## src/rtl/gpio_in_cond.sv

```systemverilog
// Pad input conditioning: 2-FF synchronizer, tick-based per-pin debouncer, RISE/FALL event pulses.
// Optional sticky event flags with write-1 clear are enabled by defining GPIO_IN_STICKY_EN.
module gpio_in_cond #(
  parameter int unsigned SZ   = 8,
  parameter int unsigned PW   = 16,
  parameter int unsigned DB_N = 4
) (
  input  logic          HCLK,
  input  logic          HRESETn,
  input  logic [SZ-1:0] PAD_IN,
  input  logic [SZ-1:0] DB_EN,
  input  logic [PW-1:0] DB_PERIOD,
  output logic [SZ-1:0] GPIO_DIN,
  output logic [SZ-1:0] RISE,
`ifdef GPIO_IN_STICKY_EN
  output logic [SZ-1:0] FALL,
  input  logic [SZ-1:0] EVT_CLR,
  output logic [SZ-1:0] EVT
`else
  output logic [SZ-1:0] FALL
`endif
);

  localparam int unsigned CW = (DB_N > 2) ? $clog2(DB_N) : 1;
  localparam logic [CW-1:0] CMAX = CW'(DB_N - 1);

  logic [SZ-1:0]         s1;
  logic [SZ-1:0]         s2;
  logic [PW-1:0]         pcnt;
  logic                  tick;
  logic [SZ-1:0][CW-1:0] cnt;
  logic [SZ-1:0][CW-1:0] cnt_nx;
  logic [SZ-1:0]         din_nx;

  // Two-stage synchronizer for the asynchronous pads
  always_ff @(posedge HCLK or negedge HRESETn) begin
    if (!HRESETn) begin
      s1 <= '0;
      s2 <= '0;
    end else begin
      s1 <= PAD_IN;
      s2 <= s1;
    end
  end

  // Shared prescaler; >= compare means a lowered period never wraps through 2^PW
  assign tick = (pcnt >= DB_PERIOD);

  always_ff @(posedge HCLK or negedge HRESETn) begin
    if (!HRESETn) begin
      pcnt <= '0;
    end else if (tick) begin
      pcnt <= '0;
    end else begin
      pcnt <= pcnt + PW'(1);
    end
  end

  // Per-pin debounce: accept a new level on the DB_N-th consecutive disagreeing tick
  always_comb begin
    din_nx = GPIO_DIN;
    cnt_nx = cnt;
    for (int i = 0; i < int'(SZ); i++) begin
      if (!DB_EN[i]) begin
        din_nx[i] = s2[i];
        cnt_nx[i] = '0;
      end else if (tick) begin
        if (s2[i] == GPIO_DIN[i]) begin
          cnt_nx[i] = '0;
        end else if (cnt[i] >= CMAX) begin
          din_nx[i] = s2[i];
          cnt_nx[i] = '0;
        end else begin
          cnt_nx[i] = cnt[i] + CW'(1);
        end
      end
    end
  end

  always_ff @(posedge HCLK or negedge HRESETn) begin
    if (!HRESETn) begin
      cnt      <= '0;
      GPIO_DIN <= '0;
      RISE     <= '0;
      FALL     <= '0;
    end else begin
      cnt      <= cnt_nx;
      GPIO_DIN <= din_nx;
      RISE     <= din_nx & ~GPIO_DIN;
      FALL     <= ~din_nx & GPIO_DIN;
    end
  end

`ifdef GPIO_IN_STICKY_EN
  // Sticky flags; a new event wins over a same-cycle clear
  always_ff @(posedge HCLK or negedge HRESETn) begin
    if (!HRESETn) begin
      EVT <= '0;
    end else begin
      EVT <= (EVT & ~EVT_CLR) | RISE | FALL;
    end
  end
`endif

endmodule

```

## config.mk

```make
export PLATFORM = sky130hd
export DESIGN_NAME = gpio_in_cond
export DESIGN_NICKNAME = d
export VERILOG_FILES = /design/src/rtl/gpio_in_cond.sv
export SDC_FILE = /design/constraint.sdc
export NUM_CORES = 1
export LEC_CHECK = 0
export ABC_CLOCK_PERIOD_IN_PS = 3550
export BUFFER_PORTS_ARGS = -buffer_cell sky130_fd_sc_hd__clkbuf_2
export CAP_MARGIN = 20
export CORE_MARGIN = 5
export CORE_UTILIZATION = 60
export DETAILED_ROUTE_END_ITERATION = 6
export GPL_ROUTABILITY_DRIVEN = 0
export PLACE_DENSITY = 0.84
export SETUP_SLACK_MARGIN = 0.5
export SLEW_MARGIN = 20
export SYNTH_ARGS = -nofsm -noshare
export SYNTH_HDL_FRONTEND = slang
export SYNTH_SLANG_ARGS = --single-unit
```

## constraint.sdc

```tcl
create_clock -name HCLK -period 3.55 [get_ports HCLK]
set_input_delay 0.1775 -clock HCLK [delete_from_list [all_inputs] [get_ports HCLK]]
set_output_delay 0.1775 -clock HCLK [all_outputs]
set_load 0.05 [all_outputs]
```

==> impl_metrics.tcl <==
set metrics [dict create \
    status "completed" \
    crit_required_ps 3810 \
    cp_top_family "simple AND/OR/NAND/NOR gates" \
    ant_nets 0 \
    cts-root-buf "clkbuf_8" \
    multi_input_area_mm2 0.00169 \
    finalHoldViolCount 0 \
    start_util_pct 61.7 \
    synth_warnings 0 \
    fin_setup_tns_ps 0 \
    ir_worst_vdd_mv 0.328 \
    critical_path_cell_count 7 \
    fill_cells 446 \
    slew_headroom_pct 53.5 \
    layout-drive-gt1-share_pct 21.4 \
    worst_path_largest_cell_delay_ps 570 \
    grt-ovfl-total 0 \
    synth_largest_area_cell "dfrtp_1" \
    antenna_found_initial 0 \
    startpoint "pcnt[1]" \
    rows 28 \
    synth_cell_types 44 \
    synth_top_area_share_pct 49.0 \
    r2r_start "pcnt[1]" \
    grt_max_degree 47 \
    antennaDiodeCount 0 \
    syn_area_per_cell_um2 10.2 \
    powerDensity_mw_per_mm2 510 \
    drc 0 \
    cp_max_fo 11 \
    clock-skew-final_ps 9.17 \
    netlist_area_mm2 0.00367 \
    worstHoldPathType "input pin to flip-flop" \
    num_io_pins 58 \
    num_vias 2886 \
    seq_area_mm2 0.00180 \
    areaGrowthSynthToFinish_pct 17.1 \
    cts-htree-levels 3 \
    dieArea_mm2 0.00779 \
    leakagePower_uw 0.00229 \
    post-place-cells 480 \
    coreArea_mm2 0.00596 \
    crit_chain "ha_1 > nor2b_1 > o211a_1 > o311a_1 > nor3_4 > buf_4 > mux2i_1" \
    track_usage_pct 22.4 \
    min_period_ps 2760 \
    cap_viol_max_count 0 \
    instances_no_fill 505 \
    grt_pass1_vias 2958 \
    yosys_register_bits 72 \
    dp_hpwl_um 5570 \
    r2r_cells 7 \
    avgViaCountPerCell 5.71 \
    maxSlewViolCount 0 \
    end_kind "flip-flop" \
    fmax_mhz 362 \
    cts_tree "built" \
    clockBufferDepth 2 \
    syn_nets 418 \
    worstSetupEndpoint "cnt[13]" \
    cts.sinks 72 \
    r2r_slack_ps 790 \
    period_share_pct 77.9 \
    postSynthCellCount 359 \
    first_pass_iters 4 \
    synth_area_leaders "dfrtp_1, ha_1, mux2i_1" \
    worst_pin_slew_ps 693 \
    rsz0062_at_grt "false" \
    worstSetupStartpointType "flip-flop" \
    cp.arrival_ps 3030 \
    die_h_um 88.3 \
    setup_violations 0 \
    slowest_stage "nor3_4" \
    cts_buffers 9 \
    clk_latency_ps 340 \
    reg2reg_to "cnt[13]" \
    die_w_um 88.3 \
    cp_num_buf_inv 1 \
    drt_first_iter_violations 227 \
    path_clk_slew_ps 80 \
    path_class "flip-flop to flip-flop" \
    final_nets 484 \
    grt_pass1_wl_um 13500 \
    numPortBuffers 57 \
    routed_wirelength_um 7910 \
    synth_seq_area_share_pct 49.0 \
    wl_per_cell_um 15.7 \
]
==> final cells by class <==
type | count | area share, %
clock inverter | 4 | 1.19
inverter | 25 | 2.18
clock buffer | 12 | 3.84
sequential | 72 | 41.9
multi-input combinational | 247 | 39.2
tap | 75 | 2.18
timing repair buffer | 70 | 9.48
==> where the power goes <==
group	switching, uW	total [uW]	internal (uW)
clock network	306	688	382
logic	313	511	198
registers	84.4	993	909
==> per-stage QoR <==
| stage | cell area, um^2 | setup WS (ps) | utilization [%] | hold WS, ps | total power, uW |
|---|---|---|---|---|---|
| 2_1_floorplan | 3670 | 1410 | - | -118 | 1370 |
| 3_3_place_gp | 3990 | 974 | 67.0 | 286 | 1480 |
| 3_5_place_dp | 3990 | 870 | 67.0 | 287 | 1510 |
| 4_1_cts | 4290 | 827 | 72.0 | 29.5 | 2200 |
| 5_1_grt | 4300 | 686 | 72.2 | 110 | 2320 |
| 6_report | 4300 | 785 | 72.2 | 115 | 2190 |
==> layer usage <==
metal	vias up	GRT usage, %	wire length [um]
met5	-	0	0
met2	102	38.1	4010
met3	14	7.08	526
met1	1374	27.3	3260
met4	0	6.87	116
li1	1396	-	-
==> cells by family (layout without fill, tap and decap cells) <==
| logic type | Yosys count | in the layout | synth area share, % |
|---|---|---|---|
| AND/OR/NAND/NOR | 133 | 133 | 19.1 |
| buffers and inverters | 40 | 111 | 5.04 |
| AO/OA/AOI/OAI | 61 | 61 | 11.1 |
| flip-flops | 72 | 72 | 49.0 |
| multiplexers | 14 | 14 | 3.81 |
| XOR/XNOR | 14 | 14 | 3.34 |
| adder cells (fa/ha/maj) | 25 | 25 | 8.51 |
==> what timing repair did <==
item | 4_1_cts | 5_1_grt
resized for setup | 0 | 0
hold endpoints to repair | 8 | 45
buffers inserted | 0 | 0
hold buffers | 8 | 1
==> worst register-to-register path: cells and delay by family (launching register included) <==
kind	cells	cell delay, ps
DFF	1	410
muxes	1	230
adders and majority gates	1	300
buffers and inverters	1	320
AOI/OAI and AO/OA	2	710
and+or+nand+nor	2	710
==> cell usage in the layout (no fill, tap or decap), drive strengths merged, types with 3 or more instances in the layout <==
cell type    synthesis  routed
xnor2                4       4
or3                  3       3
o311ai               3       3
a31oi                8       8
a21oi               16      16
nor3                 4       4
dfrtp               72      72
o21ba                3       3
ha                  25      25
nand2b              16      16
inv                 25      25
nand3               17      17
mux2i               14      14
o21ai                8       8
nor2                24      24
o31ai                9       9
nand4                8       8
a31o                 6       6
nor4                 7       7
buf                  7       5
dlygate4sd3          0       9
and2                 7       7
clkbuf               8      68
xor2                10      10
nand2               37      37
==> worst min path at each step <==
stage / from / end / slack (ps) / cells past startpoint
2_1_floorplan: HRESETn / FALL[0] / -120 / 0
3_3_place_gp: PAD_IN[0] / s1[0] / 290 / 1
3_5_place_dp: PAD_IN[6] / s1[6] / 290 / 1
4_1_cts: HRESETn / RISE[6] / 30 / 1
5_1_grt: DB_EN[4] / FALL[4] / 110 / 2
6_report: DB_EN[6] / FALL[6] / 120 / 2
==> cell usage after synthesis <==
library cell   n
o21ai_0        7
o311a_1        1
nor2_1        24
inv_1         25
dfrtp_1       72
a31o_2         6
o22ai_1        2
o311ai_1       1
or3_1          3
and4_1         2
nor4_1         7
nor3_4         1
o21a_1         1
a21oi_1       16
o31ai_1        9
and3_1         2
nor3_2         3
o311ai_0       2
xnor2_1        4
clkbuf_1       8
nand3_1       16
buf_12         1
nand4_1        7
buf_6          2
xor2_1        10
o211a_1        1
o211ai_1       1
nand2_1       37
nand4_2        1
buf_2          3
and2_1         7
nor2b_1        2
ha_1          25
nand3b_1       2
mux2i_1       14
o21ai_1        1
a21o_1         1
nand4b_1       2
o21ba_2        3
nand2b_1      16
a31oi_1        8
buf_1          1
o21bai_1       1
nand3_2        1
==> sequential cells by signal, summed over array words and instances, names as in the netlist <==
| signal | count |
|---|---|
| cnt | 16 |
| pcnt | 16 |
| FALL | 8 |
| GPIO_DIN | 8 |
| RISE | 8 |
| s1 | 8 |
| s2 | 8 |
(Power assumes the default switching activity.)
